`src/rtl/thresholder_direct_8ch_if.sv`:
```
// ---------------------------------------------------------------------------
// thresholder_direct_8ch_if
//   Bundles the eight transceiver RX channels feeding the thresholder and the
//   two results it hands to the DRAM write controller.
//
//   rx_syncstatus_0..7 [1:0]  : per-channel transceiver sync status (2'b11 = locked)
//   rx_datak_0..7      [1:0]  : per-channel control-character flags
//   RX_data_0..7       [15:0] : per-channel received word
//   triggering_time_stamp [15:0]     : frame timestamp of the current/last trigger
//   threshold_decision_to_DRAM_ctrl  : high while the post-trigger window runs
//
//   master : the RX side (drives channel words, observes the results)
//   slave  : the thresholder (consumes channel words, drives the results)
// ---------------------------------------------------------------------------
interface thresholder_direct_8ch_if;
  logic [1:0]  rx_syncstatus_0, rx_syncstatus_1, rx_syncstatus_2, rx_syncstatus_3;
  logic [1:0]  rx_syncstatus_4, rx_syncstatus_5, rx_syncstatus_6, rx_syncstatus_7;
  logic [1:0]  rx_datak_0, rx_datak_1, rx_datak_2, rx_datak_3;
  logic [1:0]  rx_datak_4, rx_datak_5, rx_datak_6, rx_datak_7;
  logic [15:0] RX_data_0, RX_data_1, RX_data_2, RX_data_3;
  logic [15:0] RX_data_4, RX_data_5, RX_data_6, RX_data_7;
  logic [15:0] triggering_time_stamp;
  logic        threshold_decision_to_DRAM_ctrl;

  modport master (
    output rx_syncstatus_0, rx_syncstatus_1, rx_syncstatus_2, rx_syncstatus_3,
           rx_syncstatus_4, rx_syncstatus_5, rx_syncstatus_6, rx_syncstatus_7,
           rx_datak_0, rx_datak_1, rx_datak_2, rx_datak_3,
           rx_datak_4, rx_datak_5, rx_datak_6, rx_datak_7,
           RX_data_0, RX_data_1, RX_data_2, RX_data_3,
           RX_data_4, RX_data_5, RX_data_6, RX_data_7,
    input  triggering_time_stamp, threshold_decision_to_DRAM_ctrl
  );

  modport slave (
    input  rx_syncstatus_0, rx_syncstatus_1, rx_syncstatus_2, rx_syncstatus_3,
           rx_syncstatus_4, rx_syncstatus_5, rx_syncstatus_6, rx_syncstatus_7,
           rx_datak_0, rx_datak_1, rx_datak_2, rx_datak_3,
           rx_datak_4, rx_datak_5, rx_datak_6, rx_datak_7,
           RX_data_0, RX_data_1, RX_data_2, RX_data_3,
           RX_data_4, RX_data_5, RX_data_6, RX_data_7,
    output triggering_time_stamp, threshold_decision_to_DRAM_ctrl
  );
endinterface

```
`src/rtl/thresholder_direct_8ch.sv`:
```
// ---------------------------------------------------------------------------
// thresholder_direct_8ch
//   Eight-channel direct-path threshold trigger. Every channel carries fixed
//   frames (start word, timestamp, samples, end word). Each channel is parsed
//   independently; any sample strictly above THRESHOLD opens a capture window
//   of POST_TRIGGER_ENDING cycles towards the DRAM controller and reports the
//   timestamp of the frame that caused it (lowest channel wins on ties).
//
//   rx_std_clkout : common clock for all channels
//   rst_n         : asynchronous reset, active HIGH despite its name
//   rx_if         : channel words in, decision/timestamp out (slave modport)
// ---------------------------------------------------------------------------
module thresholder_direct_8ch #(
  parameter logic [15:0] THRESHOLD           = 16'h7FFF,
  parameter logic [15:0] POST_TRIGGER_ENDING = 16'd500,
  parameter logic [15:0] START_WORD          = 16'hDEAD,
  parameter logic [15:0] END_WORD            = 16'h7FFF,
  parameter int          FRAME_LEN           = 128
) (
  input  logic                    rx_std_clkout,
  input  logic                    rst_n,
  thresholder_direct_8ch_if.slave rx_if
);
  localparam int NCH   = 8;
  localparam int IDX_W = $clog2(FRAME_LEN);
  localparam logic [IDX_W-1:0] FIRST_SAMPLE_IDX = IDX_W'(2);
  localparam logic [IDX_W-1:0] LAST_IDX         = IDX_W'(FRAME_LEN - 1);

  typedef enum logic [1:0] {HUNT = 2'd0, TSTAMP = 2'd1, DATA = 2'd2} state_t;

  // Counter reload: a zero-length window still gives one decision cycle.
  function automatic logic [15:0] window_load(input logic [15:0] len);
    window_load = (len == 16'd0) ? 16'd0 : len - 16'd1;
  endfunction

  logic [1:0]       sync_p0_d  [NCH];
  logic [1:0]       sync_p0_q  [NCH];
  logic [1:0]       datak_p0_d [NCH];
  logic [1:0]       datak_p0_q [NCH];
  logic [15:0]      data_p0_d  [NCH];
  logic [15:0]      data_p0_q  [NCH];
  logic [NCH-1:0]   vld_p0;
  state_t           state_d    [NCH];
  state_t           state_q    [NCH];
  logic [IDX_W-1:0] idx_d      [NCH];
  logic [IDX_W-1:0] idx_q      [NCH];
  logic [15:0]      frame_ts_d [NCH];
  logic [15:0]      frame_ts_q [NCH];
  logic [NCH-1:0]   ts_cap_p0;
  logic [NCH-1:0]   hit_p0;
  logic [15:0]      win_ts_p0;
  logic             dec_d, dec_q;
  logic [15:0]      cnt_d, cnt_q;
  logic [15:0]      trig_ts_d, trig_ts_q;

  // ---- stage p0: input registers --------------------------------------------
  always_comb begin
    sync_p0_d[0]  = rx_if.rx_syncstatus_0;  sync_p0_d[1]  = rx_if.rx_syncstatus_1;
    sync_p0_d[2]  = rx_if.rx_syncstatus_2;  sync_p0_d[3]  = rx_if.rx_syncstatus_3;
    sync_p0_d[4]  = rx_if.rx_syncstatus_4;  sync_p0_d[5]  = rx_if.rx_syncstatus_5;
    sync_p0_d[6]  = rx_if.rx_syncstatus_6;  sync_p0_d[7]  = rx_if.rx_syncstatus_7;
    datak_p0_d[0] = rx_if.rx_datak_0;       datak_p0_d[1] = rx_if.rx_datak_1;
    datak_p0_d[2] = rx_if.rx_datak_2;       datak_p0_d[3] = rx_if.rx_datak_3;
    datak_p0_d[4] = rx_if.rx_datak_4;       datak_p0_d[5] = rx_if.rx_datak_5;
    datak_p0_d[6] = rx_if.rx_datak_6;       datak_p0_d[7] = rx_if.rx_datak_7;
    data_p0_d[0]  = rx_if.RX_data_0;        data_p0_d[1]  = rx_if.RX_data_1;
    data_p0_d[2]  = rx_if.RX_data_2;        data_p0_d[3]  = rx_if.RX_data_3;
    data_p0_d[4]  = rx_if.RX_data_4;        data_p0_d[5]  = rx_if.RX_data_5;
    data_p0_d[6]  = rx_if.RX_data_6;        data_p0_d[7]  = rx_if.RX_data_7;
  end

  always_ff @(posedge rx_std_clkout or posedge rst_n) begin
    if (rst_n) begin
      for (int ch = 0; ch < NCH; ch++) begin
        sync_p0_q[ch]  <= 2'b00;
        datak_p0_q[ch] <= 2'b00;
        data_p0_q[ch]  <= 16'd0;
      end
    end else begin
      for (int ch = 0; ch < NCH; ch++) begin
        sync_p0_q[ch]  <= sync_p0_d[ch];
        datak_p0_q[ch] <= datak_p0_d[ch];
        data_p0_q[ch]  <= data_p0_d[ch];
      end
    end
  end

  always_comb begin
    for (int ch = 0; ch < NCH; ch++)
      vld_p0[ch] = (sync_p0_q[ch] == 2'b11) && (datak_p0_q[ch] == 2'b00);
  end

  // ---- stage p0 -> p1: per-channel frame parsers ----------------------------
  always_ff @(posedge rx_std_clkout or posedge rst_n) begin
    if (rst_n) begin
      for (int ch = 0; ch < NCH; ch++) begin
        state_q[ch] <= HUNT;
        idx_q[ch]   <= '0;
      end
    end else begin
      for (int ch = 0; ch < NCH; ch++) begin
        state_q[ch] <= state_d[ch];
        idx_q[ch]   <= idx_d[ch];
      end
    end
  end

  // Frame timestamps are only consumed after their TSTAMP word was seen.
  always_ff @(posedge rx_std_clkout) begin
    for (int ch = 0; ch < NCH; ch++)
      frame_ts_q[ch] <= frame_ts_d[ch];
  end

  always_comb begin
    for (int ch = 0; ch < NCH; ch++) begin
      state_d[ch] = state_q[ch];
      idx_d[ch]   = idx_q[ch];
      if (sync_p0_q[ch] != 2'b11) begin
        state_d[ch] = HUNT;
      end else if (vld_p0[ch]) begin
        unique case (state_q[ch])
          HUNT:    if (data_p0_q[ch] == START_WORD) state_d[ch] = TSTAMP;
          TSTAMP: begin
            state_d[ch] = DATA;
            idx_d[ch]   = FIRST_SAMPLE_IDX;
          end
          DATA: begin
            // Good or bad end word, the parser re-hunts; a bad one simply
            // means the frame is dropped without further action.
            if (idx_q[ch] == LAST_IDX) state_d[ch] = HUNT;
            else                       idx_d[ch]   = idx_q[ch] + IDX_W'(1);
          end
          default: state_d[ch] = HUNT;
        endcase
      end
    end
  end

  always_comb begin
    for (int ch = 0; ch < NCH; ch++) begin
      ts_cap_p0[ch]  = vld_p0[ch] && (state_q[ch] == TSTAMP);
      hit_p0[ch]     = vld_p0[ch] && (state_q[ch] == DATA) && (idx_q[ch] != LAST_IDX)
                       && (data_p0_q[ch] > THRESHOLD);
      frame_ts_d[ch] = ts_cap_p0[ch] ? data_p0_q[ch] : frame_ts_q[ch];
    end
  end

  // ---- stage p1: trigger decision and post-trigger window -------------------
  always_comb begin
    win_ts_p0 = 16'd0;
    for (int ch = NCH - 1; ch >= 0; ch--)
      if (hit_p0[ch]) win_ts_p0 = frame_ts_q[ch];

    dec_d     = dec_q;
    cnt_d     = cnt_q;
    trig_ts_d = trig_ts_q;
    if (!dec_q) begin
      if (|hit_p0) begin
        dec_d     = 1'b1;
        cnt_d     = window_load(POST_TRIGGER_ENDING);
        trig_ts_d = win_ts_p0;
      end
    end else if (cnt_q == 16'd0) begin
      dec_d = 1'b0;
    end else begin
      cnt_d = cnt_q - 16'd1;
    end
  end

  always_ff @(posedge rx_std_clkout or posedge rst_n) begin
    if (rst_n) begin
      dec_q     <= 1'b0;
      cnt_q     <= 16'd0;
      trig_ts_q <= 16'd0;
    end else begin
      dec_q     <= dec_d;
      cnt_q     <= cnt_d;
      trig_ts_q <= trig_ts_d;
    end
  end

  assign rx_if.threshold_decision_to_DRAM_ctrl = dec_q;
  assign rx_if.triggering_time_stamp           = trig_ts_q;
endmodule

```
`src/flat_wrapper.sv`:
```
// flat-port wrapper written by rule: the top's interface ports become plain ports
module thresholder_direct_8ch_flat 
#(
  parameter logic [15:0] THRESHOLD           = 16'h7FFF,
  parameter logic [15:0] POST_TRIGGER_ENDING = 16'd500,
  parameter logic [15:0] START_WORD          = 16'hDEAD,
  parameter logic [15:0] END_WORD            = 16'h7FFF,
  parameter int          FRAME_LEN           = 128
)
  (rx_std_clkout, rst_n, rx_if_rx_syncstatus_0, rx_if_rx_syncstatus_1, rx_if_rx_syncstatus_2, rx_if_rx_syncstatus_3, rx_if_rx_syncstatus_4, rx_if_rx_syncstatus_5, rx_if_rx_syncstatus_6, rx_if_rx_syncstatus_7, rx_if_rx_datak_0, rx_if_rx_datak_1, rx_if_rx_datak_2, rx_if_rx_datak_3, rx_if_rx_datak_4, rx_if_rx_datak_5, rx_if_rx_datak_6, rx_if_rx_datak_7, rx_if_RX_data_0, rx_if_RX_data_1, rx_if_RX_data_2, rx_if_RX_data_3, rx_if_RX_data_4, rx_if_RX_data_5, rx_if_RX_data_6, rx_if_RX_data_7, rx_if_triggering_time_stamp, rx_if_threshold_decision_to_DRAM_ctrl);
  thresholder_direct_8ch_if rx_if_i ();
  input  logic rx_std_clkout;
  input  logic rst_n;
  input wire logic [$bits(rx_if_i.rx_syncstatus_0)-1:0] rx_if_rx_syncstatus_0;
  input wire logic [$bits(rx_if_i.rx_syncstatus_1)-1:0] rx_if_rx_syncstatus_1;
  input wire logic [$bits(rx_if_i.rx_syncstatus_2)-1:0] rx_if_rx_syncstatus_2;
  input wire logic [$bits(rx_if_i.rx_syncstatus_3)-1:0] rx_if_rx_syncstatus_3;
  input wire logic [$bits(rx_if_i.rx_syncstatus_4)-1:0] rx_if_rx_syncstatus_4;
  input wire logic [$bits(rx_if_i.rx_syncstatus_5)-1:0] rx_if_rx_syncstatus_5;
  input wire logic [$bits(rx_if_i.rx_syncstatus_6)-1:0] rx_if_rx_syncstatus_6;
  input wire logic [$bits(rx_if_i.rx_syncstatus_7)-1:0] rx_if_rx_syncstatus_7;
  input wire logic [$bits(rx_if_i.rx_datak_0)-1:0] rx_if_rx_datak_0;
  input wire logic [$bits(rx_if_i.rx_datak_1)-1:0] rx_if_rx_datak_1;
  input wire logic [$bits(rx_if_i.rx_datak_2)-1:0] rx_if_rx_datak_2;
  input wire logic [$bits(rx_if_i.rx_datak_3)-1:0] rx_if_rx_datak_3;
  input wire logic [$bits(rx_if_i.rx_datak_4)-1:0] rx_if_rx_datak_4;
  input wire logic [$bits(rx_if_i.rx_datak_5)-1:0] rx_if_rx_datak_5;
  input wire logic [$bits(rx_if_i.rx_datak_6)-1:0] rx_if_rx_datak_6;
  input wire logic [$bits(rx_if_i.rx_datak_7)-1:0] rx_if_rx_datak_7;
  input wire logic [$bits(rx_if_i.RX_data_0)-1:0] rx_if_RX_data_0;
  input wire logic [$bits(rx_if_i.RX_data_1)-1:0] rx_if_RX_data_1;
  input wire logic [$bits(rx_if_i.RX_data_2)-1:0] rx_if_RX_data_2;
  input wire logic [$bits(rx_if_i.RX_data_3)-1:0] rx_if_RX_data_3;
  input wire logic [$bits(rx_if_i.RX_data_4)-1:0] rx_if_RX_data_4;
  input wire logic [$bits(rx_if_i.RX_data_5)-1:0] rx_if_RX_data_5;
  input wire logic [$bits(rx_if_i.RX_data_6)-1:0] rx_if_RX_data_6;
  input wire logic [$bits(rx_if_i.RX_data_7)-1:0] rx_if_RX_data_7;
  output wire logic [$bits(rx_if_i.triggering_time_stamp)-1:0] rx_if_triggering_time_stamp;
  output wire logic [$bits(rx_if_i.threshold_decision_to_DRAM_ctrl)-1:0] rx_if_threshold_decision_to_DRAM_ctrl;
  assign rx_if_i.rx_syncstatus_0 = rx_if_rx_syncstatus_0;
  assign rx_if_i.rx_syncstatus_1 = rx_if_rx_syncstatus_1;
  assign rx_if_i.rx_syncstatus_2 = rx_if_rx_syncstatus_2;
  assign rx_if_i.rx_syncstatus_3 = rx_if_rx_syncstatus_3;
  assign rx_if_i.rx_syncstatus_4 = rx_if_rx_syncstatus_4;
  assign rx_if_i.rx_syncstatus_5 = rx_if_rx_syncstatus_5;
  assign rx_if_i.rx_syncstatus_6 = rx_if_rx_syncstatus_6;
  assign rx_if_i.rx_syncstatus_7 = rx_if_rx_syncstatus_7;
  assign rx_if_i.rx_datak_0 = rx_if_rx_datak_0;
  assign rx_if_i.rx_datak_1 = rx_if_rx_datak_1;
  assign rx_if_i.rx_datak_2 = rx_if_rx_datak_2;
  assign rx_if_i.rx_datak_3 = rx_if_rx_datak_3;
  assign rx_if_i.rx_datak_4 = rx_if_rx_datak_4;
  assign rx_if_i.rx_datak_5 = rx_if_rx_datak_5;
  assign rx_if_i.rx_datak_6 = rx_if_rx_datak_6;
  assign rx_if_i.rx_datak_7 = rx_if_rx_datak_7;
  assign rx_if_i.RX_data_0 = rx_if_RX_data_0;
  assign rx_if_i.RX_data_1 = rx_if_RX_data_1;
  assign rx_if_i.RX_data_2 = rx_if_RX_data_2;
  assign rx_if_i.RX_data_3 = rx_if_RX_data_3;
  assign rx_if_i.RX_data_4 = rx_if_RX_data_4;
  assign rx_if_i.RX_data_5 = rx_if_RX_data_5;
  assign rx_if_i.RX_data_6 = rx_if_RX_data_6;
  assign rx_if_i.RX_data_7 = rx_if_RX_data_7;
  assign rx_if_triggering_time_stamp = rx_if_i.triggering_time_stamp;
  assign rx_if_threshold_decision_to_DRAM_ctrl = rx_if_i.threshold_decision_to_DRAM_ctrl;
  thresholder_direct_8ch #(.THRESHOLD(THRESHOLD), .POST_TRIGGER_ENDING(POST_TRIGGER_ENDING), .START_WORD(START_WORD), .END_WORD(END_WORD), .FRAME_LEN(FRAME_LEN)) u_core (.rx_std_clkout(rx_std_clkout), .rst_n(rst_n), .rx_if(rx_if_i));
endmodule
```
`config.mk`:
```
export PLATFORM = sky130hd
export DESIGN_NAME = thresholder_direct_8ch_flat
export DESIGN_NICKNAME = d
export VERILOG_FILES = /design/src/rtl/thresholder_direct_8ch_if.sv /design/src/rtl/thresholder_direct_8ch.sv /design/src/flat_wrapper.sv
export SDC_FILE = /design/constraint.sdc
export NUM_CORES = 1
export LEC_CHECK = 0
export ABC_AREA = 0
export CAP_MARGIN = 20
export CORE_ASPECT_RATIO = 0.6
export CORE_MARGIN = 4
export CORE_UTILIZATION = 55
export DETAILED_ROUTE_END_ITERATION = 8
export PLACE_DENSITY = 0.8
export SLEW_MARGIN = 20
export SYNTH_ARGS = -nofsm -noshare
export SYNTH_HDL_FRONTEND = slang
export SYNTH_SLANG_ARGS = --single-unit
```
`constraint.sdc`:
```
create_clock -name rx_std_clkout -period 24.3 [get_ports rx_std_clkout]
set_input_delay 2.43 -clock rx_std_clkout [delete_from_list [all_inputs] [get_ports rx_std_clkout]]
set_output_delay 2.43 -clock rx_std_clkout [all_outputs]
set_load 0.005 [all_outputs]
```
# Yosys cells after proc, flatten, opt, wreduce, memory -nomap -nowiden
# Memory sizes are Yosys's and may differ from the RTL's.
# Index checks and enable logic that the tools add are counted.
dict set report word_totals {
  latchBits 0
  inputBits 162
  mem_count 1
  regBits 265
  mem_bits_ro 0
  ram_bits 128
}
# name depth word_bits rd rd_clocked_by_memory_dff wr line
set memory_table {}
lappend memory_table {u_core.frame_ts_q 8 16 8 0 8 thresholder_direct_8ch.sv:48} ;# logic [15:0] frame_ts_q [NCH];
dict set report classes {
  n_mul 0
  reduce_logical 93
  n_lt_le_gt_ge 8
  addsub 9
  bitwise_logic 9
  div 0
  n_mux 78
  n_eq_ne 81
  n_shift 0
}
# cell count
set op_table {}
lappend op_table {{$mux W16} 19}
lappend op_table {{$eq A16 B16 Y1 const B} 8}
lappend op_table {{$gt A16 B15 Y1 const B} 8}
lappend op_table {{$pmux W7 S2} 8}
lappend op_table {{$mux W2} 32}
lappend op_table {{$add A7 B1 Y7 const B} 8}
lappend op_table {{$eq A7 B7 Y1 const B} 8}
lappend op_table {{$mux W7} 8}
lappend op_table {{$ne A7 B7 Y1 const B} 8}
lappend op_table {{$ne A3 B1 Y1 const B} 16}
lappend op_table {{$pmux W2 S3} 8}
lappend op_table {{$logic_and A1 B1 Y1} 40}
lappend op_table {{$ne A2 B2 Y1 const B} 17}
lappend op_table {{$reduce_bool A2 Y1} 17}
lappend op_table {{$eq A2 B2 Y1 const B} 16}
lappend op_table {{$logic_not A2 Y1} 16}
lappend op_table {{$reduce_and A4 Y1} 8}
lappend op_table {{$reduce_and A3 Y1} 8}
lappend op_table {{$eq A2 B1 Y1 const B} 8}
lappend op_table {{$logic_not A16 Y1} 1}
lappend op_table {{$sub A16 B1 Y16 const B} 1}
lappend op_table {{$not A1 Y1} 9}
lappend op_table {{$reduce_or A8 Y1} 1}
lappend op_table {{$reduce_and A2 Y1} 2}
lappend op_table {{$mux W1} 3}

# Depth between registers and ports, before layout
dict set report logic_depth {
  ltp_word 13
  mapped_depth 10
  mapped_depth_nobuf 8
}

# Worst setup path before layout
# No wires, ideal clock.
dict set report synth_timing {
  path_type {reg2out}
  startpoint {register u_core.dec_q, in the netlist u_core.rx_if.threshold_decision_to_DRAM_ctrl}
  endpoint {output rx_if_threshold_decision_to_DRAM_ctrl}
  n_path_buf 0
  path_stages_with_launch 1
  setup_slack_ps 21429
  t_arrival_ps 441
  cell_sequence {dfrtp_1}
}
# item line
set synth_rtl {}
lappend synth_rtl {{start: declaration} thresholder_direct_8ch.sv:52} ;# logic dec_d, dec_q;
lappend synth_rtl {{start signal: assignment} thresholder_direct_8ch.sv:172} ;# dec_q <= 1'b0;
lappend synth_rtl {{start signal: assignment} thresholder_direct_8ch.sv:176} ;# dec_q <= dec_d;
lappend synth_rtl {{end: declaration} flat_wrapper.sv:39} ;# output wire logic [$bits(rx_if_i.threshold_decision_to_DRAM_ctrl)-1:0] rx_if_threshold_decision_to_DRAM_ctrl;
# No word-level cell between the ends.

# Worst setup path in the final report
dict set report layout_timing {
  startpoint {register u_core.dec_q, in the netlist u_core.rx_if.threshold_decision_to_DRAM_ctrl}
  endpoint {output rx_if_threshold_decision_to_DRAM_ctrl}
}
# No word-level cell between the ends.

==> results.txt <==
The number of buffer cells added on primary ports is 178. The slowest stage of the critical path is the sky130_fd_sc_hd__clkdlybuf4s50_1 cell. The final setup skew came out at 0.0123 ns. The initial antenna violation count came out at 0. The slew at the pin closest to its max-slew limit came out at 0.935 ns. The prevailing post-synth register cell is sky130_fd_sc_hd__dfrtp_1. The largest stage delay on the critical path came out at 0.60 ns. The via count of the first global-routing pass came out at 9710.

The depth of the worst register-to-register path is 8. The top achievable clock speed came out at 245 MHz. Across the VDD grid, the largest voltage drop is 41.0 uV. The worst setup path is captured at an output port.

The ratio of total power to cell area is 71.0 nW/um^2. Averaged over all synthesized cells, the footprint is 13.6 sq um. The source of the worst hold timing path is u_core.data_p0_q[109]$_DFF_PP0_. The register area is 10500 sq um.

For this run, design rule violations remaining after detail routing come to 0. The worst setup path is launched from a flip-flop. The static leakage is 7.56 nW. The worst path arrival time came out at 1.66 ns. The met3 demand-to-capacity share in global routing is 6.62%. Summing all placed instances gives a cell area of 17300 sq um. The global-route wire length before repair is 55600 microns. In this design, the largest share of critical-path delay is due to buffers and inverters. Leaving out fill and tap cells, the most frequent cell in the layout is sky130_fd_sc_hd__dfrtp_1.

The register bit count reported by yosys is 393. The cell area after synthesis is 15100 sq um. The number of synthesized flops with an enable pin is 128. The final-report hold violation count came out at 0. The maximum fanout encountered on the critical timing path came out at 8. The cell depth of the worst setup path came out at 1. The post-cts sizing count is 0. The count of cell types in the netlist came out at 63. The synthesis-to-layout area growth is 22.1%. The overall die area is 30300 sq um. The post-synth net total is 1313.

The fraction of layout cells with a size suffix above 1 is 5.75%. In this run the critical register-to-register path is launched from u_core.idx_q[0]$_DFFE_PP0P_. The worst slew margin relative to its limit came out at 37.7%. Using the TritonRoute via totals, the vias-per-cell ratio works out to 5.85.

Data on the critical path is required at its endpoint by 21.87 ns. The final-report max-slew violation count is 0. The average wire length per cell after detail routing came out at 21.6 microns. The worst setup path is of the flip-flop to output port kind. The initial core utilization is 56.5%. The congestion estimate from routability-driven global placement came to 0.884. The number of sinks driven by the clock tree is 393.

The number of hold buffers added after CTS came out at 0. The run finished with clean final reports. For met2 alone, demand over resource in global routing was 32.4%. The area occupied by multi-input gates is 4440 sq um.

Across all hold checks on the routed design, the worst slack comes to 0.443 ns. The number of H-tree levels is 2. The number of stages on the worst hold path is 0. The portion of the post-synthesis area used by sequential elements is 69.3%. The pin count of the biggest net entering global routing came out at 127. The number of clock buffers inserted by TritonCTS came out at 36. The die height is 136 microns. Wires add up to 36400 microns. The area of the placeable core is 26800 sq um. The overall fraction of global-route tracks in use is 23.9%. The sum of net half-perimeters after detailed placement came out at 26000 microns. The async set-or-reset flop fraction in the synthesized netlist is 67.4%. The clock input transition at the sequential cells of the worst setup and hold paths is 0.06 ns. The post-CTS setup-driven buffer insertion count came out at 0. The number of nets at the end of the flow is 1500.

Setup violations remaining at the end of the flow were counted as 0. Traced cell by cell, the critical path runs through clkdlybuf4s50_1. The cell row count came out at 46. The worst hold path belongs to the class flip-flop to flip-flop. The library cells used most frequently in the layout, excluding fill and tap cells, are sky130_fd_sc_hd__dfrtp_1 (265), sky130_fd_sc_hd__clkdlybuf4s50_1 (178), sky130_fd_sc_hd__edfxtp_1 (128). The count of nets left with antenna violations once routing finished came out at 0. The ratio of final minimum period to clock period came out at 16.8%. For this run, the detailed router's first-pass iteration total came to 5. The number of placed I/O pins came out at 179. The number of diodes came out at 0.

The count of vias placed by the detailed router came out at 9841. Together, buffers and inverters on the worst path number 1. The total non-filler cell area in the finished layout came out at 18500 sq um. The global routing stage identified its most utilized layer as met1.

The number of cells produced by synthesis is 1110. Clock tree synthesis selected as its root buffer the cell sky130_fd_sc_hd__clkbuf_16. For this block, the initial DRC count from the detailed router was 1363.

The worst-skew pair later-pin latency came out at 0.52 ns. Measured along the x axis, the die boundary spans 222 microns. Setup slack on the worst reg-to-reg path comes out at 20.69 ns.

TritonCTS built the clock tree. The clock period minus final worst setup slack is 4.09 ns. The number of buffers on the longest clock path is 3. In this run the worst setup path begins at u_core.rx_if.threshold_decision_to_DRAM_ctrl$_DFF_PP0_. For this run, global-route usage on met1 was measured as 38.6%. The number of fill cells in the layout came out at 1770.

The tool flagged a number of max-cap violations equal to 0. After routing, the total negative slack on setup checks comes to 0 ns. Setup repair after global routing left no endpoint under its margin. The overall overflow remaining after global route is 0. Yosys printed 0 warnings.
==> flip-flops by register name, indices dropped and copies added (netlist names) <==
name,cells
u_core.data_p0_q,128
u_core.rx_if.triggering_time_stamp,16
u_core.cnt_q,16
u_core.rx_if.threshold_decision_to_DRAM_ctrl,1
u_core.idx_q,56
u_core.sync_p0_q,16
u_core.datak_p0_q,16
u_core.state_q,16
u_core.frame_ts_q,128
==> Yosys cell counts, types with 3 or more instances <==
cell type                   count  area, sq um
sky130_fd_sc_hd__a21oi_1       36          180
sky130_fd_sc_hd__mux2i_1       23          230
sky130_fd_sc_hd__ha_1          41          513
sky130_fd_sc_hd__and2_1        18          113
sky130_fd_sc_hd__or3_1          7         43.8
sky130_fd_sc_hd__o22a_1         5         43.8
sky130_fd_sc_hd__and4bb_2       4         50.1
sky130_fd_sc_hd__o41ai_1        8         70.1
sky130_fd_sc_hd__o221ai_1      15          131
sky130_fd_sc_hd__o22ai_1       19          119
sky130_fd_sc_hd__and3_1        24          150
sky130_fd_sc_hd__and4_1         4         35.0
sky130_fd_sc_hd__a22o_1         3         26.3
sky130_fd_sc_hd__xnor2_1        9         78.8
sky130_fd_sc_hd__nor4_1         3         18.8
sky130_fd_sc_hd__a21boi_0       3         22.5
sky130_fd_sc_hd__nand4b_1      20          175
sky130_fd_sc_hd__xor2_1        18          158
sky130_fd_sc_hd__dfrtp_1      265         6630
sky130_fd_sc_hd__nand4bb_1      8         90.1
sky130_fd_sc_hd__nor2_1       111          417
sky130_fd_sc_hd__or2_1          4         25.0
sky130_fd_sc_hd__nor3_1        10         50.1
sky130_fd_sc_hd__nand2_1       56          210
sky130_fd_sc_hd__a21o_1        18          135
sky130_fd_sc_hd__clkbuf_1      22         82.6
sky130_fd_sc_hd__nand3_1       33          165
sky130_fd_sc_hd__a211oi_1      37          278
sky130_fd_sc_hd__nand4_1       30          188
sky130_fd_sc_hd__o21ai_1        4         20.0
sky130_fd_sc_hd__buf_2         11         55.1
sky130_fd_sc_hd__a41oi_1        6         52.6
sky130_fd_sc_hd__a31oi_1        7         43.8
sky130_fd_sc_hd__edfxtp_1     128         3840
sky130_fd_sc_hd__nand2b_1      25          156
sky130_fd_sc_hd__o21ai_0       22          110
sky130_fd_sc_hd__inv_1         21         78.8
==> final timing paths <==
check	end
max	rx_if_threshold_decision_to_DRAM_ctrl
min	u_core.frame_ts_q[0][29]$_DFFE_PP_
max reg2reg	u_core.cnt_q[0]$_DFFE_PP0P_
min reg2reg	u_core.frame_ts_q[0][29]$_DFFE_PP_
max in group asynchronous	u_core.data_p0_q[36]$_DFF_PP0_
min in group asynchronous	u_core.data_p0_q[43]$_DFF_PP0_
==> report_power, final <==
group          internal, W  total [W]  switching [W]
Clock             0.000327   0.000562       0.000235
Sequential        0.000697   0.000708      0.0000105
Combinational    0.0000252  0.0000404      0.0000152
==> per-stage QoR <==
stage                     util [%]  power [W]  setup slack, ns  instances
final                         69.0    0.00131            20.21       1682
after global routing          69.0    0.00135            20.15       1682
after CTS                     69.0    0.00132            20.13       1682
after detailed placement      64.5   0.000761            19.59       1619
after global placement        64.5   0.000760            19.64       1619
after floorplan                  -   0.000725            14.57       1110
==> kinds of logic (layout without fill, tap and decap cells) <==
group | count (synthesis) | in the layout | share of synthesized area, %
flops | 393 | 393 | 69.3
buf+inv | 56 | 268 | 1.51
compound gates | 200 | 200 | 9.29
simple gates | 369 | 369 | 13.4
xor+xnor | 27 | 27 | 1.56
mux | 24 | 24 | 1.60
fa+ha+maj | 41 | 41 | 3.39
==> area by class of cell <==
cell class              count  area share [%]
clock buffers              51            5.75
multi-input cells         661            24.0
flip-flops and latches    393            56.7
clock inverters            12           0.671
repair buffers            184            9.91
well taps                 360            2.44
inverters                  21           0.468
==> layer usage <==
metal / vias up / part of all wire (%)
li1: 4468 / -
met1: 4857 / 46
met2: 469 / 41
met3: 47 / 11
met4: 0 / 1.8
met5: - / 0
No activity file was read; power rests on OpenSTA's default activity.
